File: src/rtl/pipe_stage_reg.sv
// pipe_stage_reg: valid/ready pipeline register with a 2-entry skid buffer, flush and a starvation counter.
// Ports:
//   clk, reset          rising-edge clock, asynchronous active-high reset
//   in_valid/in_ready   upstream handshake (in_ready is registered)
//   in_ctrl, in_data    upstream control bundle and payload
//   flush               synchronous squash of held and incoming entries
//   out_valid/out_ready downstream handshake
//   out_ctrl, out_data  downstream control bundle (NOP on bubbles) and payload
//   bubble_cnt          saturating count of cycles downstream was ready but starved
module pipe_stage_reg #(
    parameter int DATA_W = 32,
    parameter int CTRL_W = 11,
    parameter logic [CTRL_W-1:0] CTRL_NOP = '0,
    parameter int CNT_W = 16
) (
    input  logic              clk,
    input  logic              reset,
    input  logic              in_valid,
    output logic              in_ready,
    input  logic [CTRL_W-1:0] in_ctrl,
    input  logic [DATA_W-1:0] in_data,
    input  logic              flush,
    output logic              out_valid,
    input  logic              out_ready,
    output logic [CTRL_W-1:0] out_ctrl,
    output logic [DATA_W-1:0] out_data,
    output logic [CNT_W-1:0]  bubble_cnt
);
    logic              m_valid, s_valid, m_valid_n, s_valid_n;
    logic [CTRL_W-1:0] m_ctrl, s_ctrl, m_ctrl_n, s_ctrl_n;
    logic [DATA_W-1:0] m_data, s_data, m_data_n, s_data_n;
    logic              accept, m_free;

    assign accept    = in_valid & in_ready;
    assign m_free    = !m_valid | out_ready;
    assign out_valid = m_valid;
    assign out_ctrl  = m_valid ? m_ctrl : CTRL_NOP;
    assign out_data  = m_data;

    always_comb begin
        m_valid_n = m_valid;
        m_ctrl_n  = m_ctrl;
        m_data_n  = m_data;
        s_valid_n = s_valid;
        s_ctrl_n  = s_ctrl;
        s_data_n  = s_data;
        if (flush) begin
            m_valid_n = 1'b0;
            s_valid_n = 1'b0;
            m_ctrl_n  = CTRL_NOP;
            s_ctrl_n  = CTRL_NOP;
        end else if (m_free) begin
            // A full skid register always drains first; in_ready is low then, so no accept collides.
            if (s_valid) begin
                m_valid_n = 1'b1;
                m_ctrl_n  = s_ctrl;
                m_data_n  = s_data;
                s_valid_n = 1'b0;
            end else begin
                m_valid_n = accept;
                m_ctrl_n  = accept ? in_ctrl : m_ctrl;
                m_data_n  = accept ? in_data : m_data;
            end
        end else if (accept) begin
            s_valid_n = 1'b1;
            s_ctrl_n  = in_ctrl;
            s_data_n  = in_data;
        end
    end

    always_ff @(posedge clk or posedge reset) begin
        if (reset) begin
            m_valid    <= 1'b0;
            s_valid    <= 1'b0;
            m_ctrl     <= CTRL_NOP;
            s_ctrl     <= CTRL_NOP;
            m_data     <= '0;
            s_data     <= '0;
            in_ready   <= 1'b1;
            bubble_cnt <= '0;
        end else begin
            m_valid  <= m_valid_n;
            s_valid  <= s_valid_n;
            m_ctrl   <= m_ctrl_n;
            s_ctrl   <= s_ctrl_n;
            m_data   <= m_data_n;
            s_data   <= s_data_n;
            // Registered from the next skid state, so out_ready never reaches in_ready combinationally.
            in_ready <= !s_valid_n;
            if (out_ready && !m_valid && !(&bubble_cnt))
                bubble_cnt <= bubble_cnt + 1'b1;
        end
    end
endmodule
File: config.mk
export PLATFORM = sky130hd
export DESIGN_NAME = pipe_stage_reg
export DESIGN_NICKNAME = d
export VERILOG_FILES = /design/src/rtl/pipe_stage_reg.sv
export SDC_FILE = /design/constraint.sdc
export NUM_CORES = 1
export LEC_CHECK = 0
export CORE_AREA = 2 2 99 101
export CTS_BUF_LIST = sky130_fd_sc_hd__clkbuf_8
export DETAILED_ROUTE_END_ITERATION = 10
export DIE_AREA = 0 0 101 103
export PLACE_DENSITY_LB_ADDON = 0.1
export SLEW_MARGIN = 20
export SYNTH_ARGS = -nofsm -noshare
export SYNTH_HDL_FRONTEND = slang
export SYNTH_SLANG_ARGS = --single-unit
File: constraint.sdc
create_clock -name clk -period 4.4 [get_ports clk]
set_input_delay 0.44 -clock clk [delete_from_list [all_inputs] [get_ports clk]]
set_output_delay 0.44 -clock clk [all_outputs]
set_load 0.1 [all_outputs]
== After elaboration in Yosys (flattened, before gate mapping) ==
Index checks and enable logic that the tools add are counted.
W data, S select, Z words.
Storage, ports and cells
  output and inout bits: 61
  bits in registers: 105
  input port bits: 48
  word-level logic and storage cells: 43
Operators by class
  equality and inequality tests: 1
  muxes and demuxes: 15
  bitwise logic cells: 4
  reductions and logical operators: 14
  add/subtract/negate cells: 1
Operators by type and width (number)
  $mux W11: 7
  $mux W32: 2
  $add A16 B1 Y16 const B: 1
  $reduce_and A16 Y1: 1
  $mux W1: 6
  $reduce_and A3 Y1: 2
  $reduce_bool A2 Y1: 3
  $reduce_and A2 Y1: 2
  $logic_not A1 Y1: 3
  $reduce_bool A3 Y1: 1
  $logic_and A1 B1 Y1: 2
  $ne A2 B2 Y1 const B: 1
  $not A1 Y1: 2
  $and A1 B1 Y1: 1
  $or A1 B1 Y1: 1

== Logic depth before layout (Yosys ltp) ==
  depth in word-level cells: 5
  gate-level depth with buffers: 6
  gate-level depth less buffers: 5

== Worst setup path after synthesis ==
No wires, ideal clock.
  path kind: register to register
  from: reg bubble_cnt[0]
  to: reg bubble_cnt[1]
  buffers on the path: 0
  path slack: 1.716 ns
  cell stages (with the launch flop): 6
  period minus slack after synthesis: 2.684 ns
  arrival time: 2.555 ns
  setup time: 0.129 ns
  required time: 4.271 ns
  cell sequence: dfrtp_1 -> ha_1 -> nand2_1 -> or4_4 -> o21ai_4 -> mux2_1
On the way
  longest elaborated chain between the ends: 3
  elaborated cells between the ends (all ways): 4
  classes of those cells: add/sub (1); reduce/logical (3)
Ends and longest elaborated chain
  from (decl): line 27  | output logic [CNT_W-1:0] bubble_cnt
  from (signal assigned): line 91  | bubble_cnt <= bubble_cnt + 1'b1;
  branches (longest 3 deep; another with $add A16 B1 Y16)
Several ways; the timed one is not identified.
A chain may end at the register's enable or synchronous reset.

== Final worst setup path ==
  from: reg m_valid, in the netlist out_valid
  to: out out_ctrl[0]
On the way
  longest elaborated chain between the ends: 1
Ends and longest elaborated chain
  from (decl): line 29  | logic m_valid, s_valid, m_valid_n, s_valid_n;
  from (signal assigned): line 82  | m_valid <= m_valid_n;
  $mux W11: line 37  | assign out_ctrl = m_valid ? m_ctrl : CTRL_NOP;
  to (decl): line 25  | output logic [CTRL_W-1:0] out_ctrl,
Every way passes these cells.

==> results.md <==
- Outcome: finished, final reports clean
- DRC viols: 0
- Setup_tns: 0 ns
- Total length of routed met2 wires: 4402 µm
- Most frequent cells in the layout: clkdlybuf4s50_1 (108), dfrtp_1 (103), nor2_1 (46)
- H-tree levels: 3
- Core Region: 0.009459 mm²
- Final std cells w/o fill: 598
- Area contributors post-synth: dfrtp_1 (57%), mux2i_1 (9.4%), mux2_2 (6.1%)
- Synth cell types: 40
- Crit path buffers/inverters: 1
- Worst setup EP type: output port
- Clock transition at path regs: 0.10 ns
- Minimum clock period: 2.694 ns
- Worst-Margin Slew: 1.019 ns
- Placed instance area: 0.005776 mm²
- Highest Signal Layer: met4
- Initial DRC Count: 100
- Synth Instances: 376
- Commonest non-fill, non-tap cell in the layout: clkdlybuf4s50_1
- Syn-to-layout area delta: 30.00%
- Layout cell share with drive strength beyond 1: 12.40%
- Share of the synthesized area in the top cell type: 56.78%
- Setup Viol. Count Final: 0
- Internal power: 1.674 mW
- Max-cap violations: 0
- Tot GR Track Use: 18.55%
- Mean Syn Cell Area: 12.19 µm²
- Die area: 0.01040 mm²
- Final ANT Viol Nets: 0
- Sw power: 1.294 mW
- DR vias: 3225
- Die width: 101 µm
- Layout fillers: 765
- Setup Crit Path Kind: flip-flop to output port
- Clock share of power: 18.5%
- Initial antenna violation count: 0
- Final Hold Viols: 0
- Root buffer cell: clkbuf_8
- Pleak: 2.435 nW
- Register area share after synthesis: 57.36%
- Slew headroom: 31.78%
- Crit path largest cell delay: 1.13 ns
- WHS: 0.4961 ns
- Post-route cell area: 0.005958 mm²
- Highest Clock Rate: 371.2 MHz
- CP Data Required Time: 3.96 ns
- CP max-delay cell: clkdlybuf4s50_1
- Main flop type after synthesis: dfrtp_1
- Power per Cell Area: 498.2 mW/mm²
- DP Wirelength: 6059 µm
- Critical path peak fanout: 16
- Post-Syn Nets: 425
- CTS tree: done
- Worst path top cell family by delay: buffers and inverters
- First-pass DRT Iterations: 4
- Wl on met1: 4221 µm
- Post-CTS Setup Bufs: 0
- Remaining global-route overflow: 0
- First-pass GRT wire length: 15100 µm
- Synth warn: 0
- Routed met3 length: 423 µm
- CTS Sinks: 105
- Period utilization: 61.22%
- Arrival time worst endpoint: 2.25 ns
- Worst-Skew Late Latency: 0.36 ns
- Clock Tree Buf Depth: 2
- #FFs+latches synth: 105
- Synth area leader: dfrtp_1
- Crit path launch type: flip-flop
- Final worst slack: 1.706 ns
- Critical path, cell by cell: and2_1, clkdlybuf4s50_1
- Post-place setup slack: 1.642 ns
- Total power: 2.968 mW
- Async SR Flop Fraction: 100.0%
- Worst VDD drop: 0.0002998 V
- Layout Skew: 0.01114 ns
- Total CTS buffers: 9
- Hold_buf cts: 0
- Antenna Cells: 0
- Rows: 36
- Placed cells: 582
- Area of the mapped netlist: 0.004583 mm²
- Initial Util: 48.45%
- GP Congestion: 0.7352
- NumNets Final: 528
- Sw frac: 43.59%
- WL per Instance: 15.43 µm
- Vias in the first global route: 3121
- Part of the power in registers: 42.5%
- Die Y: 103 µm
- Final max-slew violation count: 0
- Post-synth EDFFs: 0
- Final core utilization: 62.99%
- RSZ-0062 raised after global routing: no
- I/O pins: 109
- Largest net degree at the start of global routing: 83
- WL final: 9230 µm
- HP Class: flip-flop to flip-flop
- CTS resizes: 0
- Vias/cell: 5.393
- Comb pwr share: 39.0%
- PortBufs: 108
registers in the layout, summed over array words and instances (netlist names):
name and count:
bubble_cnt 16, in_ready 1, m_ctrl 11, out_data 32, out_valid 1, s_ctrl 11, s_data 32, s_valid 1
routing by layer:
layer / up-vias / global-route usage (%)
met4: 0 / 7.588
met1: 1585 / 25.13
met2: 78 / 29.28
met5: - / 0
met3: 15 / 4.068
li1: 1547 / -
path summary, 6_finish.rpt:
check | startpoint | to | slack, ns | cells after the start
worst max-delay path | out_valid$_DFFE_PP0P_ | out_ctrl[0] | 1.71 | 2
worst min-delay path | s_data[0]$_DFFE_PP0P_ | s_data[0]$_DFFE_PP0P_ | 0.50 | 1
worst max register to register | bubble_cnt[0]$_DFFE_PP0P_ | bubble_cnt[1]$_DFFE_PP0P_ | 2.26 | 5
max in group asynchronous | reset | s_data[29]$_DFFE_PP0P_ | 3.01 | 3
min in group asynchronous | reset | bubble_cnt[8]$_DFFE_PP0P_ | 0.58 | 2
worst min register to register | s_data[0]$_DFFE_PP0P_ | s_data[0]$_DFFE_PP0P_ | 0.50 | 1
cells by family after synthesis:
family	synth area share (%)
xor gates and xnor gates	2.293
adders and majority gates	0.2730
DFF	57.36
buffers and inverters	2.184
muxes	17.50
AOI/OAI and AO/OA	9.036
and+or+nand+nor	11.36
final cells by class:
type / instances / area (µm²) / area share (%)
Sequential cell: 105 / 2630 / 44.14
Inverter: 4 / 20.02 / 0.3360
Clock inverter: 6 / 42.54 / 0.7140
Tap cell: 114 / 142.6 / 2.394
Clock buffer: 10 / 137.6 / 2.310
Multi-Input combinational cell: 246 / 1867 / 31.33
Timing Repair Buffer: 113 / 1119 / 18.77
cell usage after synthesis, types with 2 or more instances:
cell	n
mux2_2	25
a21oi_1	36
mux2_1	8
xor2_1	8
nor3_1	5
clkbuf_1	15
or3_1	2
and2_1	11
nor2_1	46
nor3_2	2
nor2b_1	2
nand4_1	5
dfrtp_1	104
nor4_1	2
a211oi_1	11
mux2i_1	43
inv_1	4
nand2_1	6
a22o_1	11
xnor2_1	4
nor4b_2	2
nand3_1	2
buf_2	5
power by group through the flow:
| stage | clock, mW | sequential (mW) | combinational, mW |
|---|---|---|---|
| after detailed placement | 0 | 1.28 | 1.16 |
| final | 0.549 | 1.26 | 1.16 |
| after global placement | 0 | 1.27 | 1.15 |
| after floorplan | 0 | 1.86 | 0.278 |
| after CTS | 0.567 | 1.26 | 1.17 |
| after global routing | 0.611 | 1.29 | 1.21 |
(Power assumes the default switching activity.)
